[src/rtl/sig_ctrl_pkg.sv]
// Shared types and constants for the PWM generator command controller.
// Command byte map, reply codes, configuration bundle and divider table.
package sig_ctrl_pkg;

    typedef enum logic [1:0] {
        IDLE,
        ARG,
        WAIT_WRAP,
        ACK
    } state_t;

    typedef enum logic [1:0] {
        K_SINGLE,
        K_PARAM,
        K_STATUS,
        K_BAD
    } cmd_kind_t;

    typedef struct packed {
        logic [31:0] freq_div;
        logic [1:0]  wave_sel;
        logic [1:0]  filter_level;
        logic        noise_en;
        logic        adsr_en;
        logic [7:0]  attack;
        logic [7:0]  decay;
        logic [7:0]  sustain;
        logic [7:0]  relax;
    } cfg_t;

    localparam logic [7:0] CMD_F0 = 8'h30;
    localparam logic [7:0] CMD_F7 = 8'h37;
    localparam logic [7:0] CMD_A  = 8'h41;
    localparam logic [7:0] CMD_D  = 8'h44;
    localparam logic [7:0] CMD_G  = 8'h47;
    localparam logic [7:0] CMD_H  = 8'h48;
    localparam logic [7:0] CMD_I  = 8'h49;
    localparam logic [7:0] CMD_J  = 8'h4A;
    localparam logic [7:0] CMD_K  = 8'h4B;
    localparam logic [7:0] CMD_L  = 8'h4C;
    localparam logic [7:0] CMD_M  = 8'h4D;
    localparam logic [7:0] CMD_P  = 8'h50;
    localparam logic [7:0] CMD_S  = 8'h53;
    localparam logic [7:0] CMD_T  = 8'h54;

    localparam logic [7:0] ACK_BYTE = 8'h21;
    localparam logic [7:0] NAK_BYTE = 8'h3F;

    localparam cfg_t CFG_RST = '{
        freq_div:     32'd100000,
        wave_sel:     2'd0,
        filter_level: 2'd0,
        noise_en:     1'b0,
        adsr_en:      1'b0,
        attack:       8'h10,
        decay:        8'h10,
        sustain:      8'h80,
        relax:        8'h10
    };

    function automatic logic [31:0] freq_lut(
        input int unsigned clk_hz,
        input logic [2:0]  n
    );
        logic [31:0] r;
        unique case (n)
            3'd0: r = 32'(clk_hz / 250);
            3'd1: r = 32'(clk_hz / 500);
            3'd2: r = 32'(clk_hz / 750);
            3'd3: r = 32'(clk_hz / 1000);
            3'd4: r = 32'(clk_hz / 1500);
            3'd5: r = 32'(clk_hz / 2000);
            3'd6: r = 32'(clk_hz / 3000);
            3'd7: r = 32'(clk_hz / 4000);
        endcase
        return r;
    endfunction

endpackage

[src/rtl/sig_cmd_ctrl_if.sv]
// UART byte link between the receiver/transmitter pair and the controller.
// master is the UART side, slave is the command controller.
interface sig_cmd_ctrl_if;

    logic       rx_valid;
    logic [7:0] rx_data;
    logic       tx_busy;
    logic       tx_en;
    logic [7:0] tx_data;

    modport master (
        output rx_valid,
        output rx_data,
        output tx_busy,
        input  tx_en,
        input  tx_data
    );

    modport slave (
        input  rx_valid,
        input  rx_data,
        input  tx_busy,
        output tx_en,
        output tx_data
    );

endinterface

[src/rtl/sig_ctrl_timeout.sv]
// Loadable down-counter guarding the gap between argument bytes.
// expire is raised on the LIMIT-th enabled cycle after a load.
module sig_ctrl_timeout #(
    parameter int unsigned LIMIT = 250000
) (
    input  logic clk1,
    input  logic rst_n,
    input  logic load,
    input  logic clear,
    input  logic en,
    output logic expire
);

    localparam logic [31:0] RELOAD = 32'(LIMIT - 1);

    logic [31:0] cnt;

    always_ff @(posedge clk1 or negedge rst_n) begin
        if (!rst_n) begin
            cnt <= '0;
        end else if (load) begin
            cnt <= RELOAD;
        end else if (clear) begin
            cnt <= '0;
        end else if (en && cnt != '0) begin
            cnt <= cnt - 32'd1;
        end
    end

    assign expire = en && !load && (cnt == '0);

endmodule

[src/rtl/sig_cmd_ctrl.sv]
// Command decoder for the PWM generator: stages settings in a shadow copy
// and commits them on a waveform wrap, then replies over the UART.
module sig_cmd_ctrl
    import sig_ctrl_pkg::*;
#(
    parameter int unsigned CLK_HZ      = 25000000,
    parameter int unsigned ARG_TIMEOUT = CLK_HZ / 100
) (
    input  logic          clk1,
    input  logic          rst_n,
    sig_cmd_ctrl_if.slave link,
    input  logic          wave_wrap,
    output logic [31:0]   freq_div,
    output logic [1:0]    wave_sel,
    output logic [1:0]    filter_level,
    output logic          noise_en,
    output logic          adsr_en,
    output logic [7:0]    attack,
    output logic [7:0]    decay,
    output logic [7:0]    sustain,
    output logic [7:0]    relax,
    output logic          adsr_trig,
    output logic          busy,
    output logic          overrun
);

    state_t     state;
    state_t     state_next;
    cmd_kind_t  kind;
    cfg_t       active;
    cfg_t       shadow;
    cfg_t       dec_cfg;
    logic       dec_arm;
    logic       trig_arm;
    logic [1:0] arg_idx;
    logic [7:0] tx_byte;
    logic       tx_fire;
    logic       tmo_load;
    logic       tmo_clear;
    logic       tmo_expire;
    logic [7:0] rxd;

    assign rxd = link.rx_data;

    // Decoded settings are relative to the live configuration
    always_comb begin
        dec_cfg = active;
        dec_arm = 1'b0;
        kind    = K_SINGLE;
        unique case (1'b1)
            (rxd >= CMD_F0 && rxd <= CMD_F7):
                dec_cfg.freq_div = freq_lut(CLK_HZ, rxd[2:0]);
            (rxd >= CMD_A && rxd <= CMD_D):
                dec_cfg.wave_sel = rxd[1:0] - 2'd1;
            (rxd == CMD_G): dec_cfg.filter_level = 2'd0;
            (rxd == CMD_I): dec_cfg.filter_level = 2'd1;
            (rxd == CMD_J): dec_cfg.filter_level = 2'd2;
            (rxd == CMD_K): dec_cfg.filter_level = 2'd3;
            (rxd == CMD_H): dec_cfg.noise_en = ~active.noise_en;
            (rxd == CMD_L): dec_cfg.adsr_en = 1'b1;
            (rxd == CMD_M): dec_cfg.adsr_en = 1'b0;
            (rxd == CMD_T): dec_arm = 1'b1;
            (rxd == CMD_P): kind = K_PARAM;
            (rxd == CMD_S): kind = K_STATUS;
            default:        kind = K_BAD;
        endcase
    end

    always_ff @(posedge clk1 or negedge rst_n) begin
        if (!rst_n) begin
            state <= IDLE;
        end else begin
            state <= state_next;
        end
    end

    always_comb begin
        state_next = state;
        tx_fire    = 1'b0;
        unique case (state)
            IDLE: begin
                if (link.rx_valid) begin
                    unique case (kind)
                        K_SINGLE: state_next = WAIT_WRAP;
                        K_PARAM:  state_next = ARG;
                        K_STATUS: state_next = ACK;
                        K_BAD:    state_next = ACK;
                    endcase
                end
            end
            ARG: begin
                if (link.rx_valid) begin
                    if (arg_idx == 2'd3) begin
                        state_next = WAIT_WRAP;
                    end
                end else if (tmo_expire) begin
                    state_next = ACK;
                end
            end
            WAIT_WRAP: begin
                if (wave_wrap) begin
                    state_next = ACK;
                end
            end
            ACK: begin
                if (!link.tx_busy) begin
                    tx_fire    = 1'b1;
                    state_next = IDLE;
                end
            end
        endcase
    end

    assign tmo_load  = link.rx_valid &&
                       ((state == IDLE && kind == K_PARAM) ||
                        state == ARG);
    assign tmo_clear = (state != ARG);

    sig_ctrl_timeout #(
        .LIMIT (ARG_TIMEOUT)
    ) u_timeout (
        .clk1   (clk1),
        .rst_n  (rst_n),
        .load   (tmo_load),
        .clear  (tmo_clear),
        .en     (state == ARG),
        .expire (tmo_expire)
    );

    always_ff @(posedge clk1 or negedge rst_n) begin
        if (!rst_n) begin
            active    <= CFG_RST;
            shadow    <= CFG_RST;
            trig_arm  <= 1'b0;
            adsr_trig <= 1'b0;
            arg_idx   <= 2'd0;
            tx_byte   <= 8'h00;
            overrun   <= 1'b0;
        end else begin
            adsr_trig <= 1'b0;
            unique case (state)
                IDLE: begin
                    if (link.rx_valid) begin
                        unique case (kind)
                            K_SINGLE: begin
                                shadow   <= dec_cfg;
                                trig_arm <= dec_arm;
                            end
                            K_PARAM: arg_idx <= 2'd0;
                            K_STATUS: begin
                                tx_byte <= {6'b0, overrun, active.adsr_en};
                                overrun <= 1'b0;
                            end
                            K_BAD: tx_byte <= NAK_BYTE;
                        endcase
                    end
                end
                ARG: begin
                    if (link.rx_valid) begin
                        unique case (arg_idx)
                            2'd0: shadow.attack  <= rxd;
                            2'd1: shadow.decay   <= rxd;
                            2'd2: shadow.sustain <= rxd;
                            2'd3: shadow.relax   <= rxd;
                        endcase
                        arg_idx <= arg_idx + 2'd1;
                    end else if (tmo_expire) begin
                        shadow  <= active;
                        tx_byte <= NAK_BYTE;
                    end
                end
                WAIT_WRAP: begin
                    if (link.rx_valid) begin
                        overrun <= 1'b1;
                    end
                    if (wave_wrap) begin
                        active    <= shadow;
                        adsr_trig <= trig_arm;
                        trig_arm  <= 1'b0;
                        tx_byte   <= ACK_BYTE;
                    end
                end
                ACK: begin
                    if (link.rx_valid) begin
                        overrun <= 1'b1;
                    end
                end
            endcase
        end
    end

    assign busy         = (state != IDLE);
    assign link.tx_en   = tx_fire;
    assign link.tx_data = tx_byte;
    assign freq_div     = active.freq_div;
    assign wave_sel     = active.wave_sel;
    assign filter_level = active.filter_level;
    assign noise_en     = active.noise_en;
    assign adsr_en      = active.adsr_en;
    assign attack       = active.attack;
    assign decay        = active.decay;
    assign sustain      = active.sustain;
    assign relax        = active.relax;

endmodule

[src/flat_wrapper.sv]
// flat-port wrapper written by rule: the top's interface ports become plain ports
module sig_cmd_ctrl_flat import sig_ctrl_pkg::*;
#(
    parameter int unsigned CLK_HZ      = 25000000,
    parameter int unsigned ARG_TIMEOUT = CLK_HZ / 100
)
  (clk1, rst_n, wave_wrap, freq_div, wave_sel, filter_level, noise_en, adsr_en, attack, decay, sustain, relax, adsr_trig, busy, overrun, link_rx_valid, link_rx_data, link_tx_busy, link_tx_en, link_tx_data);
  sig_cmd_ctrl_if link_i ();
  input  logic clk1;
  input  logic rst_n;
  input  logic wave_wrap;
  output logic [31:0] freq_div;
  output logic [1:0] wave_sel;
  output logic [1:0] filter_level;
  output logic noise_en;
  output logic adsr_en;
  output logic [7:0] attack;
  output logic [7:0] decay;
  output logic [7:0] sustain;
  output logic [7:0] relax;
  output logic adsr_trig;
  output logic busy;
  output logic overrun;
  input wire logic [$bits(link_i.rx_valid)-1:0] link_rx_valid;
  input wire logic [$bits(link_i.rx_data)-1:0] link_rx_data;
  input wire logic [$bits(link_i.tx_busy)-1:0] link_tx_busy;
  output wire logic [$bits(link_i.tx_en)-1:0] link_tx_en;
  output wire logic [$bits(link_i.tx_data)-1:0] link_tx_data;
  assign link_i.rx_valid = link_rx_valid;
  assign link_i.rx_data = link_rx_data;
  assign link_i.tx_busy = link_tx_busy;
  assign link_tx_en = link_i.tx_en;
  assign link_tx_data = link_i.tx_data;
  sig_cmd_ctrl #(.CLK_HZ(CLK_HZ), .ARG_TIMEOUT(ARG_TIMEOUT)) u_core (.clk1(clk1), .rst_n(rst_n), .link(link_i), .wave_wrap(wave_wrap), .freq_div(freq_div), .wave_sel(wave_sel), .filter_level(filter_level), .noise_en(noise_en), .adsr_en(adsr_en), .attack(attack), .decay(decay), .sustain(sustain), .relax(relax), .adsr_trig(adsr_trig), .busy(busy), .overrun(overrun));
endmodule
[config.mk]
export PLATFORM = sky130hd
export DESIGN_NAME = sig_cmd_ctrl_flat
export DESIGN_NICKNAME = d
export VERILOG_FILES = /design/src/rtl/sig_ctrl_pkg.sv /design/src/rtl/sig_cmd_ctrl_if.sv /design/src/rtl/sig_ctrl_timeout.sv /design/src/rtl/sig_cmd_ctrl.sv /design/src/flat_wrapper.sv
export SDC_FILE = /design/constraint.sdc
export NUM_CORES = 1
export LEC_CHECK = 0
export CORE_ASPECT_RATIO = 0.6
export CORE_MARGIN = 8
export CORE_UTILIZATION = 25
export DETAILED_ROUTE_END_ITERATION = 8
export GPL_TIMING_DRIVEN = 1
export HOLD_SLACK_MARGIN = 0.02
export SLEW_MARGIN = 20
export SYNTH_ARGS = -nofsm -noshare
export SYNTH_HDL_FRONTEND = slang
export SYNTH_SLANG_ARGS = --single-unit
[constraint.sdc]
create_clock -name clk1 -period 4.8 [get_ports clk1]
set_input_delay 0.72 -clock clk1 [delete_from_list [all_inputs] [get_ports clk1]]
set_output_delay 0.72 -clock clk1 [all_outputs]
set_load 0.05 [all_outputs]
==> metrics <==
Clock Latency Late Sink approximately 0.44 ns; first-pass GRT wire length approximately 38,000 um; Static Leak 4.43 nW; Final Util a little under a third; antenna violations before repair 1; Worst setup EP type register; CTS max path bufs 2; row cnt 53; clk root buf clkbuf_16; Final TNS setup 0 ns; post-CTS sizing 0; Final Hold Fails 0; H-tree levels 4; post-synth cell types 67; Critical Path RT ~5.2 ns; number of flops mapped to enable cells by yosys 0; layout cell share with drive strength beyond 1 between 10% and 20%; Avg Inst Size Synth 10.8 um^2; hold buffer count at cts 0; clock share of power 21.0%; shortest period the worst path allows 3.59 ns; Worst Max-Slew Pin Slew around 0.96 ns; Die H 161 um; post-synthesis sequential area ratio 52.9%; post-synthesis cell count 806; Sequential Power Share 33.4%; PortBufs between 90 and 100; Synth Flop Type dfrtp_1; Net Switching 2.87 mW; commonest non-fill, non-tap cells in the layout 163 x dfrtp_1, 98 x nand2_1, 91 x clkdlybuf4s50_1; Final ANT Viol Nets 0; Die Wd about 260 um; io pins 95; crit path launch link_rx_data[0]; synth top area cells dfrtp_1 47%, mux2_2 10%, dfstp_2 6.0%; VDD IR max 432 uV; Setup Fix Bufs, Post-CTS 0; max frequency 0.279 GHz; CTS Buf Count 17; initial drt markers 504; Layout area overhead 23.1%; Initial Util 25.1%; Synth top area share roughly 47%; Cell Pwr Density 631 mW/mm^2; largest net degree at the start of global routing 115; mapped cell area 0.00870 mm^2; Layout Nets 910; max-slew violation count 0; Crit Path Category in -> reg; RR Startpoint u_core.state[1]; DRT Wirelength between 20,000 and 25,000 um; Tot GR Track Use 11.7%; Startpoint Class input port; largest fanout on the critical path 11; asr flop ratio synth 100%; flops & latches, synth approximately 180; Worst Skew 0.00852 ns; max cap viols 0; RSZ-0062 raised after global routing false; gpl congestion 0.839; vias per cell 4.70; Ys Warns 0; hpwl dp 17,100 um; Core ar. ~0.035 mm^2; clock sink count between 150 and 200; Switching Share 42.4%; Reg clk slew, reported paths roughly 0.070 ns; Final Setup Violations 0; cell taking the most area after synthesis dfrtp_1; CTS tree done; worst hold path type in -> async; GRT overflow 0; CP arrival 3.95 ns; final hold slack 0.358 ns; Die ar. a little over 0.04 mm^2; DRT Pass-1 Iters 7; DR WL/cell roughly 18 um; Comb pwr share 45.6%; vias 6,407; commonest non-fill, non-tap cell in the layout dfrtp_1; Slew Limit Headroom a little over a third; outcome finished clean; # DRC 0; Diodes inserted 0; period utilisation layout 74.8%; vias in the first global route 6,333; Power Internal 3.89 mW
worst paths after layout:
check	end	slack, ns	cells past startpoint
worst min register to register	u_core.shadow[53]	0.46	2
worst max register to register	u_core.shadow[17]	1.58	8
max in group asynchronous	u_core.freq_div[16]	3.32	2
worst min-delay path	u_core.sustain[4]	0.36	1
worst max-delay path	u_core.shadow[17]	1.21	9
min in group clk1	u_core.shadow[53]	0.46	2
stage by stage:
step / area (um^2) / cells / worst slack (ns) / total power [mW]
3_3_place_gp: 10100 / 1330 / 0.951 / 5.31
6_report: 10700 / 1363 / 1.21 / 6.76
3_5_place_dp: 10100 / 1330 / 0.824 / 5.36
2_1_floorplan: 8700 / 807 / 2.07 / 4.39
5_1_grt: 10700 / 1363 / 0.963 / 7.16
4_1_cts: 10700 / 1362 / 1.27 / 6.80
power groups by stage:
| stage | Clock [mW] | Combinational (mW) | Sequential (mW) |
|---|---|---|---|
| final | 1.42 | 3.09 | 2.26 |
| after global routing | 1.52 | 3.33 | 2.31 |
| after CTS | 1.46 | 3.09 | 2.26 |
| after detailed placement | 0 | 3.08 | 2.28 |
| after global placement | 0 | 3.04 | 2.28 |
| after floorplan | 0 | 1.62 | 2.77 |
worst max-delay path: stages:
cell             delay, ns
clkdlybuf4s50_1       0.63
inv_1                 0.26
ha_1                  0.39
nor2b_1               0.18
o31a_1                0.28
o311ai_1              0.50
o21ai_1               0.32
o21ai_2               0.46
a2bb2oi_1             0.20
area by class of cell:
type | instances | area [um^2]
clock buffer | 18 | 439
clock inverter | 14 | 146
fill | 3542 | 23900
inverter | 17 | 63.8
multi-input combinational | 556 | 3810
sequential | 183 | 4600
tap | 467 | 584
timing repair buffer | 108 | 1060
sequential cells by signal (all words and copies together) (netlist names), 4 cells and up:
name / cells
u_core.shadow: 70
u_core.freq_div: 32
u_core.u_timeout.cnt: 32
u_core.attack: 8
u_core.decay: 8
u_core.relax: 8
u_core.sustain: 8
u_core.link.tx_data: 4
synthesized netlist by cell type, types with 5 or more instances:
library cell	number
nor4_1	16
nand2_1	99
nand2b_1	5
nor3b_1	7
o21ai_0	43
mux2i_1	10
or3_1	5
xnor2_1	17
nand3b_1	18
clkbuf_1	34
a2bb2oi_1	25
mux2_2	78
dfrtp_1	163
nor2_1	48
buf_1	5
buf_2	5
ha_1	14
a21oi_1	30
inv_1	15
nand3_1	13
dfstp_2	20
nor3_1	10
o21ai_1	37
xor2_1	11
per-layer routing:
metal  track usage, %  share of wire [%]  vias up
met3             3.49                6.0       21
li1                 -                  -     3014
met2             16.0                 41      175
met5                0                  0        -
met4             3.00                1.2        0
met1             17.5                 52     3197
logic make-up after synthesis:
kind of cell,after synthesis,share of synthesized area [%]
AOI/OAI and AO/OA,175,13.0
xor gates and xnor gates,28,2.82
adders and majority gates,14,2.01
buffers and inverters,68,3.44
DFF,183,52.9
muxes,88,11.2
other,1,0.0431
and+or+nand+nor,249,14.5
Note: power is estimated with default switching activity, not from simulation.
